## src/rtl/video_timing_generator_pkg.sv

```systemverilog
// Shared 640x480@60 VGA timing constants and the small types used by the raster generator.
package video_timing_generator_pkg;

    localparam int VGA_H_ACTIVE = 640;
    localparam int VGA_H_FRONT  = 16;
    localparam int VGA_H_SYNC   = 96;
    localparam int VGA_H_BACK   = 48;
    localparam int VGA_H_TOTAL  = VGA_H_ACTIVE + VGA_H_FRONT + VGA_H_SYNC + VGA_H_BACK;
    localparam int VGA_HS_START = VGA_H_ACTIVE + VGA_H_FRONT;
    localparam int VGA_HS_END   = VGA_HS_START + VGA_H_SYNC - 1;

    localparam int VGA_V_ACTIVE = 480;
    localparam int VGA_V_FRONT  = 10;
    localparam int VGA_V_SYNC   = 2;
    localparam int VGA_V_BACK   = 33;
    localparam int VGA_V_TOTAL  = VGA_V_ACTIVE + VGA_V_FRONT + VGA_V_SYNC + VGA_V_BACK;
    localparam int VGA_VS_START = VGA_V_ACTIVE + VGA_V_FRONT;
    localparam int VGA_VS_END   = VGA_VS_START + VGA_V_SYNC - 1;

    localparam int VGA_FB_WIDTH    = 320;
    localparam int VGA_MEM_LATENCY = 1;
    localparam int VGA_SYNC_DELAY  = 2;

    localparam int COORD_W = 10;
    localparam int ADDR_W  = 17;

    typedef logic [COORD_W-1:0] coord_t;

    typedef struct packed {
        coord_t y;
        coord_t x;
    } position_t;

    // Sync bits are carried as "asserted" flags so an all-zero pipeline means idle sync lines.
    typedef struct packed {
        logic active;
        logic hsync_on;
        logic vsync_on;
    } sync_bits_t;

endpackage

```

## src/rtl/video_timing_generator_delay_line.sv

```systemverilog
// Enable-gated shift register used to align position and sync with the frame-buffer read pipeline.
module video_delay_line #(
    parameter int WIDTH = 1,
    parameter int DEPTH = 1
) (
    input  logic             clock,
    input  logic             reset,
    input  logic             enable,
    input  logic [WIDTH-1:0] d,
    output logic [WIDTH-1:0] q
);

    logic [WIDTH-1:0] stage [DEPTH];

    always_ff @(posedge clock or negedge reset) begin
        if (!reset) begin
            for (int i = 0; i < DEPTH; i++) begin
                stage[i] <= '0;
            end
        end else if (enable) begin
            stage[0] <= d;
            for (int i = 1; i < DEPTH; i++) begin
                stage[i] <= stage[i-1];
            end
        end
    end

    assign q = stage[DEPTH-1];

endmodule

```

## src/rtl/video_timing_generator.sv

```systemverilog
// VGA raster timing: h/v counters, frame-buffer read port, aligned position, delayed sync/blank and
// tear-free frame select. Everything advances only on cycles where pixel_enable is high.
module video_timing_generator
    import video_timing_generator_pkg::*;
#(
    parameter int H_ACTIVE    = VGA_H_ACTIVE,
    parameter int H_FRONT     = VGA_H_FRONT,
    parameter int H_SYNC      = VGA_H_SYNC,
    parameter int H_BACK      = VGA_H_BACK,
    parameter int V_ACTIVE    = VGA_V_ACTIVE,
    parameter int V_FRONT     = VGA_V_FRONT,
    parameter int V_SYNC      = VGA_V_SYNC,
    parameter int V_BACK      = VGA_V_BACK,
    parameter int FB_WIDTH    = VGA_FB_WIDTH,
    parameter int MEM_LATENCY = VGA_MEM_LATENCY,
    parameter int SYNC_DELAY  = VGA_SYNC_DELAY
) (
    input  logic              clock,
    input  logic              reset,
    input  logic              pixel_enable,
    input  logic              frame_select_request,
    output logic              frame_select_memory,
    output logic              fb_read_enable,
    output logic [ADDR_W-1:0] fb_read_address,
    output coord_t            pixel_x_pos,
    output coord_t            pixel_y_pos,
    output logic              vga_hsync,
    output logic              vga_vsync,
    output logic              vga_blank_n,
    output logic              frame_start,
    output logic              vblank
);

    localparam coord_t H_ACT    = coord_t'(H_ACTIVE);
    localparam coord_t H_LAST   = coord_t'(H_ACTIVE + H_FRONT + H_SYNC + H_BACK - 1);
    localparam coord_t HS_FIRST = coord_t'(H_ACTIVE + H_FRONT);
    localparam coord_t HS_LAST  = coord_t'(H_ACTIVE + H_FRONT + H_SYNC - 1);
    localparam coord_t V_ACT    = coord_t'(V_ACTIVE);
    localparam coord_t V_LAST   = coord_t'(V_ACTIVE + V_FRONT + V_SYNC + V_BACK - 1);
    localparam coord_t VS_FIRST = coord_t'(V_ACTIVE + V_FRONT);
    localparam coord_t VS_LAST  = coord_t'(V_ACTIVE + V_FRONT + V_SYNC - 1);

    coord_t            h_count;
    coord_t            v_count;
    logic              h_wrap;
    logic              v_wrap;
    logic              active;
    sync_bits_t        sync_now;
    sync_bits_t        sync_out;
    position_t         pos_now;
    position_t         pos_out;
    logic [ADDR_W-1:0] row_base;
    logic [ADDR_W-1:0] address_now;

    assign h_wrap = (h_count == H_LAST);
    assign v_wrap = (v_count == V_LAST);
    assign active = (h_count < H_ACT) && (v_count < V_ACT);

    always_ff @(posedge clock or negedge reset) begin
        if (!reset) begin
            h_count <= '0;
            v_count <= '0;
        end else if (pixel_enable) begin
            if (h_wrap) begin
                h_count <= '0;
                v_count <= v_wrap ? '0 : v_count + coord_t'(1);
            end else begin
                h_count <= h_count + coord_t'(1);
            end
        end
    end

    always_comb begin
        sync_now          = '0;
        sync_now.active   = active;
        sync_now.hsync_on = (h_count >= HS_FIRST) && (h_count <= HS_LAST);
        sync_now.vsync_on = (v_count >= VS_FIRST) && (v_count <= VS_LAST);
    end

    // (v/2)*FB_WIDTH as a sum of shifted rows, one adder per set bit of the constant width.
    always_comb begin
        row_base = '0;
        for (int b = 0; b < ADDR_W; b++) begin
            if (FB_WIDTH[b]) begin
                row_base = row_base + (ADDR_W'(v_count[COORD_W-1:1]) << b);
            end
        end
        address_now = row_base + ADDR_W'(h_count[COORD_W-1:1]);
    end

    always_ff @(posedge clock or negedge reset) begin
        if (!reset) begin
            fb_read_enable  <= 1'b0;
            fb_read_address <= '0;
        end else if (pixel_enable) begin
            fb_read_enable  <= active;
            fb_read_address <= active ? address_now : '0;
        end
    end

    // Only sampled at the first blanking line so a CPU flip never lands mid-scan.
    always_ff @(posedge clock or negedge reset) begin
        if (!reset) begin
            frame_select_memory <= 1'b0;
        end else if (pixel_enable && (h_count == '0) && (v_count == V_ACT)) begin
            frame_select_memory <= frame_select_request;
        end
    end

    assign pos_now = '{y: v_count, x: h_count};

    video_delay_line #(
        .WIDTH ($bits(position_t)),
        .DEPTH (MEM_LATENCY)
    ) u_position_delay (
        .clock  (clock),
        .reset  (reset),
        .enable (pixel_enable),
        .d      (pos_now),
        .q      (pos_out)
    );

    video_delay_line #(
        .WIDTH ($bits(sync_bits_t)),
        .DEPTH (SYNC_DELAY)
    ) u_sync_delay (
        .clock  (clock),
        .reset  (reset),
        .enable (pixel_enable),
        .d      (sync_now),
        .q      (sync_out)
    );

    assign pixel_x_pos = pos_out.x;
    assign pixel_y_pos = pos_out.y;
    assign vga_blank_n = sync_out.active;
    assign vga_hsync   = ~sync_out.hsync_on;
    assign vga_vsync   = ~sync_out.vsync_on;
    assign frame_start = pixel_enable && h_wrap && v_wrap;
    assign vblank      = (v_count >= V_ACT);

endmodule

```

## config.mk

```make
export PLATFORM = sky130hd
export DESIGN_NAME = video_timing_generator
export DESIGN_NICKNAME = d
export VERILOG_FILES = /design/src/rtl/video_timing_generator_pkg.sv /design/src/rtl/video_timing_generator_delay_line.sv /design/src/rtl/video_timing_generator.sv
export SDC_FILE = /design/constraint.sdc
export NUM_CORES = 1
export LEC_CHECK = 0
export BUFFER_PORTS_ARGS = -buffer_cell sky130_fd_sc_hd__buf_4
export CORE_ASPECT_RATIO = 0.75
export CORE_MARGIN = 2
export CORE_UTILIZATION = 50
export DETAILED_ROUTE_END_ITERATION = 6
export PLACE_DENSITY = 0.82
export SLEW_MARGIN = 20
export SYNTH_ARGS = -nofsm -noshare
export SYNTH_HDL_FRONTEND = slang
export SYNTH_SLANG_ARGS = --single-unit
```

## constraint.sdc

```tcl
create_clock -name clock -period 2.55 [get_ports clock]
set_input_delay 0.1275 -clock clock [delete_from_list [all_inputs] [get_ports clock]]
set_output_delay 0.1275 -clock clock [all_outputs]
set_load 0.03 [all_outputs]
```

==> results.yml <==
run_status:
  status: "finished, final reports clean"
sta:
  tns_ns: 0
  fin_crit_sh_pct: 93.2
  fmax_mhz: 421
  hold_viol: 0
  max_slew_margin_pct: 46.8
  maxSlewViolCount: 0
  rsz0062_at_grt: "no"
  fin_crit_ns: 2.38
  fin_worst_skew_ns: 0.0123
  finalSetupViolCount: 0
  tightestPinTransition_ns: 0.798
finish:
  finalCoreUtilization_pct: 64.1
  drive_gt1_share_pct: 25.3
  diodes: 0
  area_growth_pct: 22.7
  stdcell_count: 468
  nFillCells: 533
  nets: 410
placement:
  gp_congestion: 0.858
  hpwl_mm: 5.26
  dp_cells: 450
  portBuffers: 47
worst_setup_path:
  critPathCaptureType: "flip-flop"
  critPathMaxFanout: 3
  r2r_start: "v_count[1]$_DFFE_PN0P_"
  worstSetupPathType: "flip-flop to flip-flop"
  cp.required_ns: 2.81
  arrival_ns: 2.63
  crit_path_start: "v_count[1]$_DFFE_PN0P_"
  startpoint_type: "flip-flop"
global_routing:
  grt_max_degree: 65
  grt-ovfl-total: 0
  grt_pass1_vias: 2594
  grt_pass1_wl_mm: 13.0
  track_usage_pct: 22.5
  antenna_found_initial: 0
detailed_routing:
  viasPerCell: 5.64
  met3_length_um: 514
  wl_met1_mm: 3.73
  ant_nets: 0
  routed_wl_mm: 7.50
  wl_met2_mm: 3.15
  drtIter0Drc: 181
  dr.pass1.iters: 4
  drc: 0
  vias: 2640
  wl_per_cell_um: 16.0
  top_signal_layer_used: "met4"
yosys:
  syn_area_per_cell_um2: 10.2
  ys.flop_type: "dfrtp_1"
  synthArstFlopShare_pct: 100
  synth_seq_cells: 64
  synth_top_area_share_pct: 48.0
  synth_most_common_cell: "dfrtp_1"
  synth_area_leaders: "dfrtp_1 48%, ha_1 8.3%, mux2_2 5.1%, inv_1 4.2%, o21ai_0 3.2%"
  synth_top_cell_by_area: "dfrtp_1"
  syn_nets: 356
  yosysWarnings: 0
  synth_cell_types: 49
  netlist_top_cells_count: "64 x dfrtp_1, 37 x inv_1, 22 x ha_1, 21 x o21ai_0, 17 x nand3_1"
  syn_inst: 328
  netlist_area_um2: 3330
  synth-edff-count: 0
  yosysSeqAreaShare_pct: 48.0
power_and_ir_drop:
  pwr-share-comb_pct: 19.2
  power_frac_clock_pct: 37.3
  power.internal_mw: 2.02
  ir_drop_mv: 0.343
  leakage_nw: 2.05
  swShare_pct: 31.9
  pwr-share-seq_pct: 43.5
  power_density_nw_per_um2: 726
  p_sw_uw: 948
  fin_total_pwr_mw: 2.97
clock_tree:
  cts_tree: "built"
  cts_sinks: 64
  insertion_delay_ns: 0.36
  numCtsBuffers: 9
  htree_levels: 3
  root_buffer: "clkbuf_8"
  cts.path.max_buffers: 2
  clk_pin_slew_ns: 0.07
floorplan:
  die_w_um: 98.3
  ios: 48
  fp.coreArea_um2: 6380
  fp.dieH_um: 74.7
  num_rows: 25
  dieArea_um2: 7340
  start_util_pct: 52.2
worst_hold_path:
  worstHoldStart: "pixel_enable"
  hold_class: "input port to flip-flop"
flow_run:
  maxCapViolations: 0
==> path summary, 6_finish.rpt <==
| path | to | slack [ns] | cells past startpoint |
|---|---|---|---|
| hold / removal | fb_read_address[15]$_DFFE_PN0P_ | 0.17 | 2 |
| hold reg to reg | u_sync_delay.q[1]$_DFFE_PN0P_ | 0.49 | 2 |
| setup / recovery | fb_read_address[15]$_DFFE_PN0P_ | 0.17 | 8 |
| setup reg to reg | fb_read_address[15]$_DFFE_PN0P_ | 0.17 | 8 |
| min in group asynchronous | fb_read_address[9]$_DFFE_PN0P_ | 0.41 | 2 |
| max in group asynchronous | h_count[0]$_DFFE_PN0P_ | 1.59 | 2 |
==> cells by family after synthesis <==
kind of cell	after synthesis	share of synthesized area [%]
buffers and inverters	55	6.38
flip-flops	64	48.0
AO/OA/AOI/OAI	70	13.1
AND/OR/NAND/NOR	85	13.9
XOR/XNOR	13	3.42
adder cells (fa/ha/maj)	24	9.46
multiplexers	17	5.71
==> layout make-up <==
class | instances | area (µm²) | area share (%)
Tap cell | 81 | 101 | 2.48
Timing Repair Buffer | 61 | 463 | 11.3
Inverter | 37 | 139 | 3.40
Multi-Input combinational cell | 209 | 1530 | 37.5
Clock inverter | 7 | 125 | 3.06
Sequential cell | 64 | 1600 | 39.2
Clock buffer | 9 | 124 | 3.03
==> cells in the final DEF (no fill, tap or decap), types with 3 or more instances in the layout <==
cell and n:
mux2_2 15, and3_1 6, dfrtp_1 63, xor2_1 5, nand3_1 17, nor2_1 14
buf_4 59, inv_6 4, a21oi_1 11, o21ai_1 6, o22ai_1 8, o21ai_0 21
ha_1 22, xnor2_1 8, nor3_1 3, clkbuf_8 9, o32ai_1 4, bufinv_16 3
a41o_1 3, o211ai_1 3, nand2_1 15, nand4_1 9, nor4b_1 3, inv_1 37
or3_1 3, a21o_1 3
==> registers in the layout, summed over array words and instances, names as in the netlist <==
name                 flops
h_count                 10
u_sync_delay.stage       3
frame_select_memory      1
u_position_delay.q      20
v_count                 10
fb_read_address         17
u_sync_delay.q           3
==> power by group through the flow <==
| stage | Combinational (mW) | Sequential (mW) | Clock [mW] |
|---|---|---|---|
| after floorplan | 0.251 | 1.39 | 0 |
| after global placement | 0.541 | 1.29 | 0 |
| after detailed placement | 0.566 | 1.31 | 0 |
| after CTS | 0.570 | 1.29 | 1.13 |
| after global routing | 0.620 | 1.32 | 1.17 |
| final | 0.569 | 1.29 | 1.11 |
==> layer usage <==
layer	GRT usage, %	up-vias
met1	32.7	1264
met5	0	-
li1	-	1269
met4	6.85	0
met3	7.24	12
met2	32.6	95
==> critical path, cell delays in order (launching register included) <==
cell	delay (ns)
dfrtp_1	0.37
inv_1	0.09
fa_1	0.51
inv_1	0.08
fa_2	0.39
a211oi_2	0.25
o211ai_1	0.14
and3_1	0.20
o32ai_1	0.26
==> through the flow <==
step / cell area, µm² / hold WS (ns) / setup slack, ns
2_1_floorplan: 3340 / -0.168 / 0.0365
3_3_place_gp: 3810 / 0.262 / 0.0952
3_5_place_dp: 3810 / 0.269 / 0.0493
4_1_cts: 4080 / 0.152 / 0.0229
5_1_grt: 4090 / 0.180 / 0.00200
6_report: 4090 / 0.166 / 0.174
==> timing repair <==
item                                   CTS  global route
buffers inserted                         0             0
gates resized for setup                  0             4
setup endpoints to repair                0             3
hold buffers                             2             0
endpoints found under the hold margin   65             0
No activity file was read; power rests on OpenSTA's default activity.
